==> src/rtl/stage1_butterfly_all.sv <==
// First radix-2 DIT stage of the 16-point FFT: eight W^0 butterflies on adjacent
// bit-reversed pairs, registered once, wrapping modulo 2^WIDTH on overflow.
module stage1_butterfly_all #(
    parameter int WIDTH = 16
) (
    input  logic                    clk,
    input  logic                    rst,
    input  logic signed [WIDTH-1:0] xr_in0,
    input  logic signed [WIDTH-1:0] xr_in1,
    input  logic signed [WIDTH-1:0] xr_in2,
    input  logic signed [WIDTH-1:0] xr_in3,
    input  logic signed [WIDTH-1:0] xr_in4,
    input  logic signed [WIDTH-1:0] xr_in5,
    input  logic signed [WIDTH-1:0] xr_in6,
    input  logic signed [WIDTH-1:0] xr_in7,
    input  logic signed [WIDTH-1:0] xr_in8,
    input  logic signed [WIDTH-1:0] xr_in9,
    input  logic signed [WIDTH-1:0] xr_in10,
    input  logic signed [WIDTH-1:0] xr_in11,
    input  logic signed [WIDTH-1:0] xr_in12,
    input  logic signed [WIDTH-1:0] xr_in13,
    input  logic signed [WIDTH-1:0] xr_in14,
    input  logic signed [WIDTH-1:0] xr_in15,
    input  logic signed [WIDTH-1:0] xi_in0,
    input  logic signed [WIDTH-1:0] xi_in1,
    input  logic signed [WIDTH-1:0] xi_in2,
    input  logic signed [WIDTH-1:0] xi_in3,
    input  logic signed [WIDTH-1:0] xi_in4,
    input  logic signed [WIDTH-1:0] xi_in5,
    input  logic signed [WIDTH-1:0] xi_in6,
    input  logic signed [WIDTH-1:0] xi_in7,
    input  logic signed [WIDTH-1:0] xi_in8,
    input  logic signed [WIDTH-1:0] xi_in9,
    input  logic signed [WIDTH-1:0] xi_in10,
    input  logic signed [WIDTH-1:0] xi_in11,
    input  logic signed [WIDTH-1:0] xi_in12,
    input  logic signed [WIDTH-1:0] xi_in13,
    input  logic signed [WIDTH-1:0] xi_in14,
    input  logic signed [WIDTH-1:0] xi_in15,
    output logic signed [WIDTH-1:0] yr_out0,
    output logic signed [WIDTH-1:0] yr_out1,
    output logic signed [WIDTH-1:0] yr_out2,
    output logic signed [WIDTH-1:0] yr_out3,
    output logic signed [WIDTH-1:0] yr_out4,
    output logic signed [WIDTH-1:0] yr_out5,
    output logic signed [WIDTH-1:0] yr_out6,
    output logic signed [WIDTH-1:0] yr_out7,
    output logic signed [WIDTH-1:0] yr_out8,
    output logic signed [WIDTH-1:0] yr_out9,
    output logic signed [WIDTH-1:0] yr_out10,
    output logic signed [WIDTH-1:0] yr_out11,
    output logic signed [WIDTH-1:0] yr_out12,
    output logic signed [WIDTH-1:0] yr_out13,
    output logic signed [WIDTH-1:0] yr_out14,
    output logic signed [WIDTH-1:0] yr_out15,
    output logic signed [WIDTH-1:0] yi_out0,
    output logic signed [WIDTH-1:0] yi_out1,
    output logic signed [WIDTH-1:0] yi_out2,
    output logic signed [WIDTH-1:0] yi_out3,
    output logic signed [WIDTH-1:0] yi_out4,
    output logic signed [WIDTH-1:0] yi_out5,
    output logic signed [WIDTH-1:0] yi_out6,
    output logic signed [WIDTH-1:0] yi_out7,
    output logic signed [WIDTH-1:0] yi_out8,
    output logic signed [WIDTH-1:0] yi_out9,
    output logic signed [WIDTH-1:0] yi_out10,
    output logic signed [WIDTH-1:0] yi_out11,
    output logic signed [WIDTH-1:0] yi_out12,
    output logic signed [WIDTH-1:0] yi_out13,
    output logic signed [WIDTH-1:0] yi_out14,
    output logic signed [WIDTH-1:0] yi_out15
);

    localparam int unsigned N = 16;

    logic signed [WIDTH-1:0] xr [N];
    logic signed [WIDTH-1:0] xi [N];
    logic        [WIDTH:0]   sr [N];
    logic        [WIDTH:0]   si [N];
    logic signed [WIDTH-1:0] yr_q [N];
    logic signed [WIDTH-1:0] yi_q [N];

    // Flattened port lists gathered into arrays so the butterflies can be looped
    assign xr[0]  = xr_in0;   assign xi[0]  = xi_in0;
    assign xr[1]  = xr_in1;   assign xi[1]  = xi_in1;
    assign xr[2]  = xr_in2;   assign xi[2]  = xi_in2;
    assign xr[3]  = xr_in3;   assign xi[3]  = xi_in3;
    assign xr[4]  = xr_in4;   assign xi[4]  = xi_in4;
    assign xr[5]  = xr_in5;   assign xi[5]  = xi_in5;
    assign xr[6]  = xr_in6;   assign xi[6]  = xi_in6;
    assign xr[7]  = xr_in7;   assign xi[7]  = xi_in7;
    assign xr[8]  = xr_in8;   assign xi[8]  = xi_in8;
    assign xr[9]  = xr_in9;   assign xi[9]  = xi_in9;
    assign xr[10] = xr_in10;  assign xi[10] = xi_in10;
    assign xr[11] = xr_in11;  assign xi[11] = xi_in11;
    assign xr[12] = xr_in12;  assign xi[12] = xi_in12;
    assign xr[13] = xr_in13;  assign xi[13] = xi_in13;
    assign xr[14] = xr_in14;  assign xi[14] = xi_in14;
    assign xr[15] = xr_in15;  assign xi[15] = xi_in15;

    // Sums formed at WIDTH+1 bits; only the low WIDTH bits are kept (modular wrap)
    always_comb begin
        for (int unsigned k = 0; k < N / 2; k++) begin
            sr[2*k]   = {xr[2*k][WIDTH-1], xr[2*k]} + {xr[2*k+1][WIDTH-1], xr[2*k+1]};
            sr[2*k+1] = {xr[2*k][WIDTH-1], xr[2*k]} - {xr[2*k+1][WIDTH-1], xr[2*k+1]};
            si[2*k]   = {xi[2*k][WIDTH-1], xi[2*k]} + {xi[2*k+1][WIDTH-1], xi[2*k+1]};
            si[2*k+1] = {xi[2*k][WIDTH-1], xi[2*k]} - {xi[2*k+1][WIDTH-1], xi[2*k+1]};
        end
    end

    always_ff @(posedge clk or posedge rst) begin
        if (rst) begin
            for (int unsigned i = 0; i < N; i++) begin
                yr_q[i] <= '0;
                yi_q[i] <= '0;
            end
        end else begin
            for (int unsigned i = 0; i < N; i++) begin
                yr_q[i] <= sr[i][WIDTH-1:0];
                yi_q[i] <= si[i][WIDTH-1:0];
            end
        end
    end

    assign yr_out0  = yr_q[0];   assign yi_out0  = yi_q[0];
    assign yr_out1  = yr_q[1];   assign yi_out1  = yi_q[1];
    assign yr_out2  = yr_q[2];   assign yi_out2  = yi_q[2];
    assign yr_out3  = yr_q[3];   assign yi_out3  = yi_q[3];
    assign yr_out4  = yr_q[4];   assign yi_out4  = yi_q[4];
    assign yr_out5  = yr_q[5];   assign yi_out5  = yi_q[5];
    assign yr_out6  = yr_q[6];   assign yi_out6  = yi_q[6];
    assign yr_out7  = yr_q[7];   assign yi_out7  = yi_q[7];
    assign yr_out8  = yr_q[8];   assign yi_out8  = yi_q[8];
    assign yr_out9  = yr_q[9];   assign yi_out9  = yi_q[9];
    assign yr_out10 = yr_q[10];  assign yi_out10 = yi_q[10];
    assign yr_out11 = yr_q[11];  assign yi_out11 = yi_q[11];
    assign yr_out12 = yr_q[12];  assign yi_out12 = yi_q[12];
    assign yr_out13 = yr_q[13];  assign yi_out13 = yi_q[13];
    assign yr_out14 = yr_q[14];  assign yi_out14 = yi_q[14];
    assign yr_out15 = yr_q[15];  assign yi_out15 = yi_q[15];

endmodule

==> config.mk <==
export PLATFORM = sky130hd
export DESIGN_NAME = stage1_butterfly_all
export DESIGN_NICKNAME = d
export VERILOG_FILES = /design/src/rtl/stage1_butterfly_all.sv
export SDC_FILE = /design/constraint.sdc
export NUM_CORES = 1
export LEC_CHECK = 0
export CAP_MARGIN = 20
export CORE_AREA = 2 2 399 401
export CTS_CLUSTER_DIAMETER = 50
export DETAILED_ROUTE_END_ITERATION = 6
export DIE_AREA = 0 0 401 403
export PLACE_DENSITY_LB_ADDON = 0.05
export SYNTH_ARGS = -nofsm -noshare
export SYNTH_HDL_FRONTEND = slang
export SYNTH_SLANG_ARGS = --single-unit
==> constraint.sdc <==
create_clock -name clk -period 18.15 [get_ports clk]
set_input_delay 2.7225 -clock clk [delete_from_list [all_inputs] [get_ports clk]]
set_output_delay 2.7225 -clock clk [all_outputs]
set_load 0.05 [all_outputs]
==> impl_results.md <==
* Status: finished clean
* Syn Inst Count at 3883
* Setup TNS at 0 ps
* Via density at 4.42
* Yosys top cell area share at 34.9%
* Final hold vios at 0
* RSZ-0062 raised after global routing: no
* Port-buffer cells at 1025
* Final worst slack at 12560 ps
* Crit Path Category: in -> reg
* Worst-Margin Slew at 1040 ps
* # IOs at 1026
* Worst Path Arrival at 6170 ps
* Initial antenna violation count at 57
* Setup Viol. Count Final at 0
* CTS tree: yes
* Dpl cells at 6835
* Post-Layout Cell Count at 7062
* Slew Limit Fails at 0
* GRT Util Overall at 18.9%
* Static Leak at 22.8 nW
* Critical Path RT at 18720 ps
* Post-place setup slack at 11770 ps
* Total wire length at 156 mm
* Fill count at 16459
* Global-route wire length before repair at 225 mm
* Clock tree root driver cell: clkbuf_16
* Initial Utilization at 22.6%
* Postcts setup bufs at 0
* Synth area leaders: dfrtp_1 (35%), ha_1 (17%), xnor2_1 (8.0%), inv_1 (5.1%), a21oi_1 (4.4%)
* Distinct cells, synth at 90
* Commonest non-fill, non-tap cell in the layout: clkdlybuf4s50_1
* PwrDens at 117 mW/mm2
* Synth warnings at 0
* Hold WC Path Type: in -> async
* Worst vdd ir at 0.0000712 V
* Total core area at 0.157 mm2
* Full die area at 0.162 mm2
* Total of max-cap violations at 0
* Final period util at 30.8%
* Async S/R FF share, synth at 100%
* Commonest cells after routing, fill and taps aside: clkdlybuf4s50_1 (1025), dfrtp_1 (496), inv_1 (486), ha_1 (480), nor2_1 (372)
* NumNets Final at 5900
* Max clock buf depth at 3
* DR WL/cell at 22.1 um
* Syn_nets at 4909
* CTS Sinks at 496
* Vias in the first global route at 32559
* Utilization after layout at 33.0%
* Mapped Area at 0.0356 mm2
* Flops & latches, synth at 496
* DRT antenna net count at 0
* Share of cells above drive strength 1 at 4.79%
* Detailed placement HPWL at 131 mm
* Critical Path Fanout Max at 3
* Seq/Total Area, Yosys at 34.9%
* DRT iter0 DRCs at 1420
* Die Y at 403 um
* Worst setup SP type: input pin
* Die X at 401 um
* Largest net degree at the start of global routing at 120
* Max Fclk at 0.179 GHz
* Largest area contributor in the netlist: dfrtp_1
* Final Power at 6.09 mW
* Max transition margin at 30.4%
* Vias at 31218
* RD Place Congestion at 0.860
* DRC at 0
* Kind of end point of the critical path: flip-flop
* Top FF cell, synth: dfrtp_1
* Grt ovf at 0
* # hold bufs at CTS at 0
* P&R area growth vs syn at 46.1%
* DRT Pass-1 Iters at 5
* Number of flops mapped to enable cells by yosys at 0
* Post_cts resized at 0
* H-tree levels at 3
* Synth Area per Inst at 9.17 um2
* Reg clk slew, reported paths at 50 ps
* FP Rows at 146
* TritonCTS buffer count at 108
* Min Tclk post-route at 5590 ps
## synthesized netlist by cell type, types with 39 or more instances
| cell | n |
|---|---|
| dfrtp_1 | 496 |
| inv_1 | 487 |
| ha_1 | 480 |
| nor2_1 | 372 |
| xnor2_1 | 325 |
| a21oi_1 | 313 |
| o21ai_0 | 150 |
| clkbuf_1 | 104 |
| nand2_1 | 103 |
| nor3_1 | 89 |
| nor2b_1 | 79 |
| xor2_1 | 79 |
| nand2b_1 | 76 |
| o21bai_1 | 67 |
| o21a_1 | 60 |
| nand3_1 | 42 |
| a31oi_1 | 39 |
## worst paths after layout
path                       slack (ps)                     end        from
max                             12560   yi_out5[14]$_DFF_PP0_   xi_in4[0]
min                              2560  yr_out14[12]$_DFF_PP0_         rst
max in group asynchronous       13040   yi_out3[13]$_DFF_PP0_         rst
min in group clk                 2690   yr_out13[0]$_DFF_PP0_  xr_in13[0]
## power by group
part	internal, mW	switching (mW)	total, mW
registers	1.33	0.0814	1.42
clock network	1.52	0.706	2.23
logic	0.821	1.62	2.44
total	3.68	2.41	6.09
## cell type report
class,instances,area [um2],area share [%]
Sequential cell,496,12400,23.9
Clock buffer,134,2960,5.70
Clock inverter,69,1100,2.12
Antenna cell,23,57.6,0.111
Inverter,488,1840,3.54
Timing Repair Buffer,1033,10400,19.9
Multi-Input combinational cell,2747,20700,39.8
Tap cell,2072,2590,4.99
## worst max-delay path: stages
cell and delay (ps):
clkdlybuf4s50_1 480, inv_1 50, ha_1 260, fa_1 450, nor2b_1 140, o21ai_0 250, a211oi_1 720, o211ai_1 320
a2111oi_0 440, o22ai_1 180, xnor2_1 160
## cells by family after synthesis
family	Yosys count	synth area share, %
mux	5	0.144
xor+xnor	404	9.94
fa+ha+maj	512	18.7
simple gates	890	12.1
flops	496	34.9
buf+inv	640	7.06
compound gates	936	17.2
## layer usage
metal  up-vias  wire [um]  track usage (%)
met2       878      75700             32.0
met5         -        383                0
li1      15125          -                -
met3       244      12800             6.90
met4        54       4320             5.74
met1     14917      63100             22.0
## stage by stage
stage	hold WS (ps)	area, um2
2_1_floorplan	2890	35600
3_3_place_gp	3310	47800
3_5_place_dp	3320	47800
4_1_cts	2530	51900
5_1_grt	2600	52000
6_report	2560	52000
Note: power is estimated with default switching activity, not from simulation.
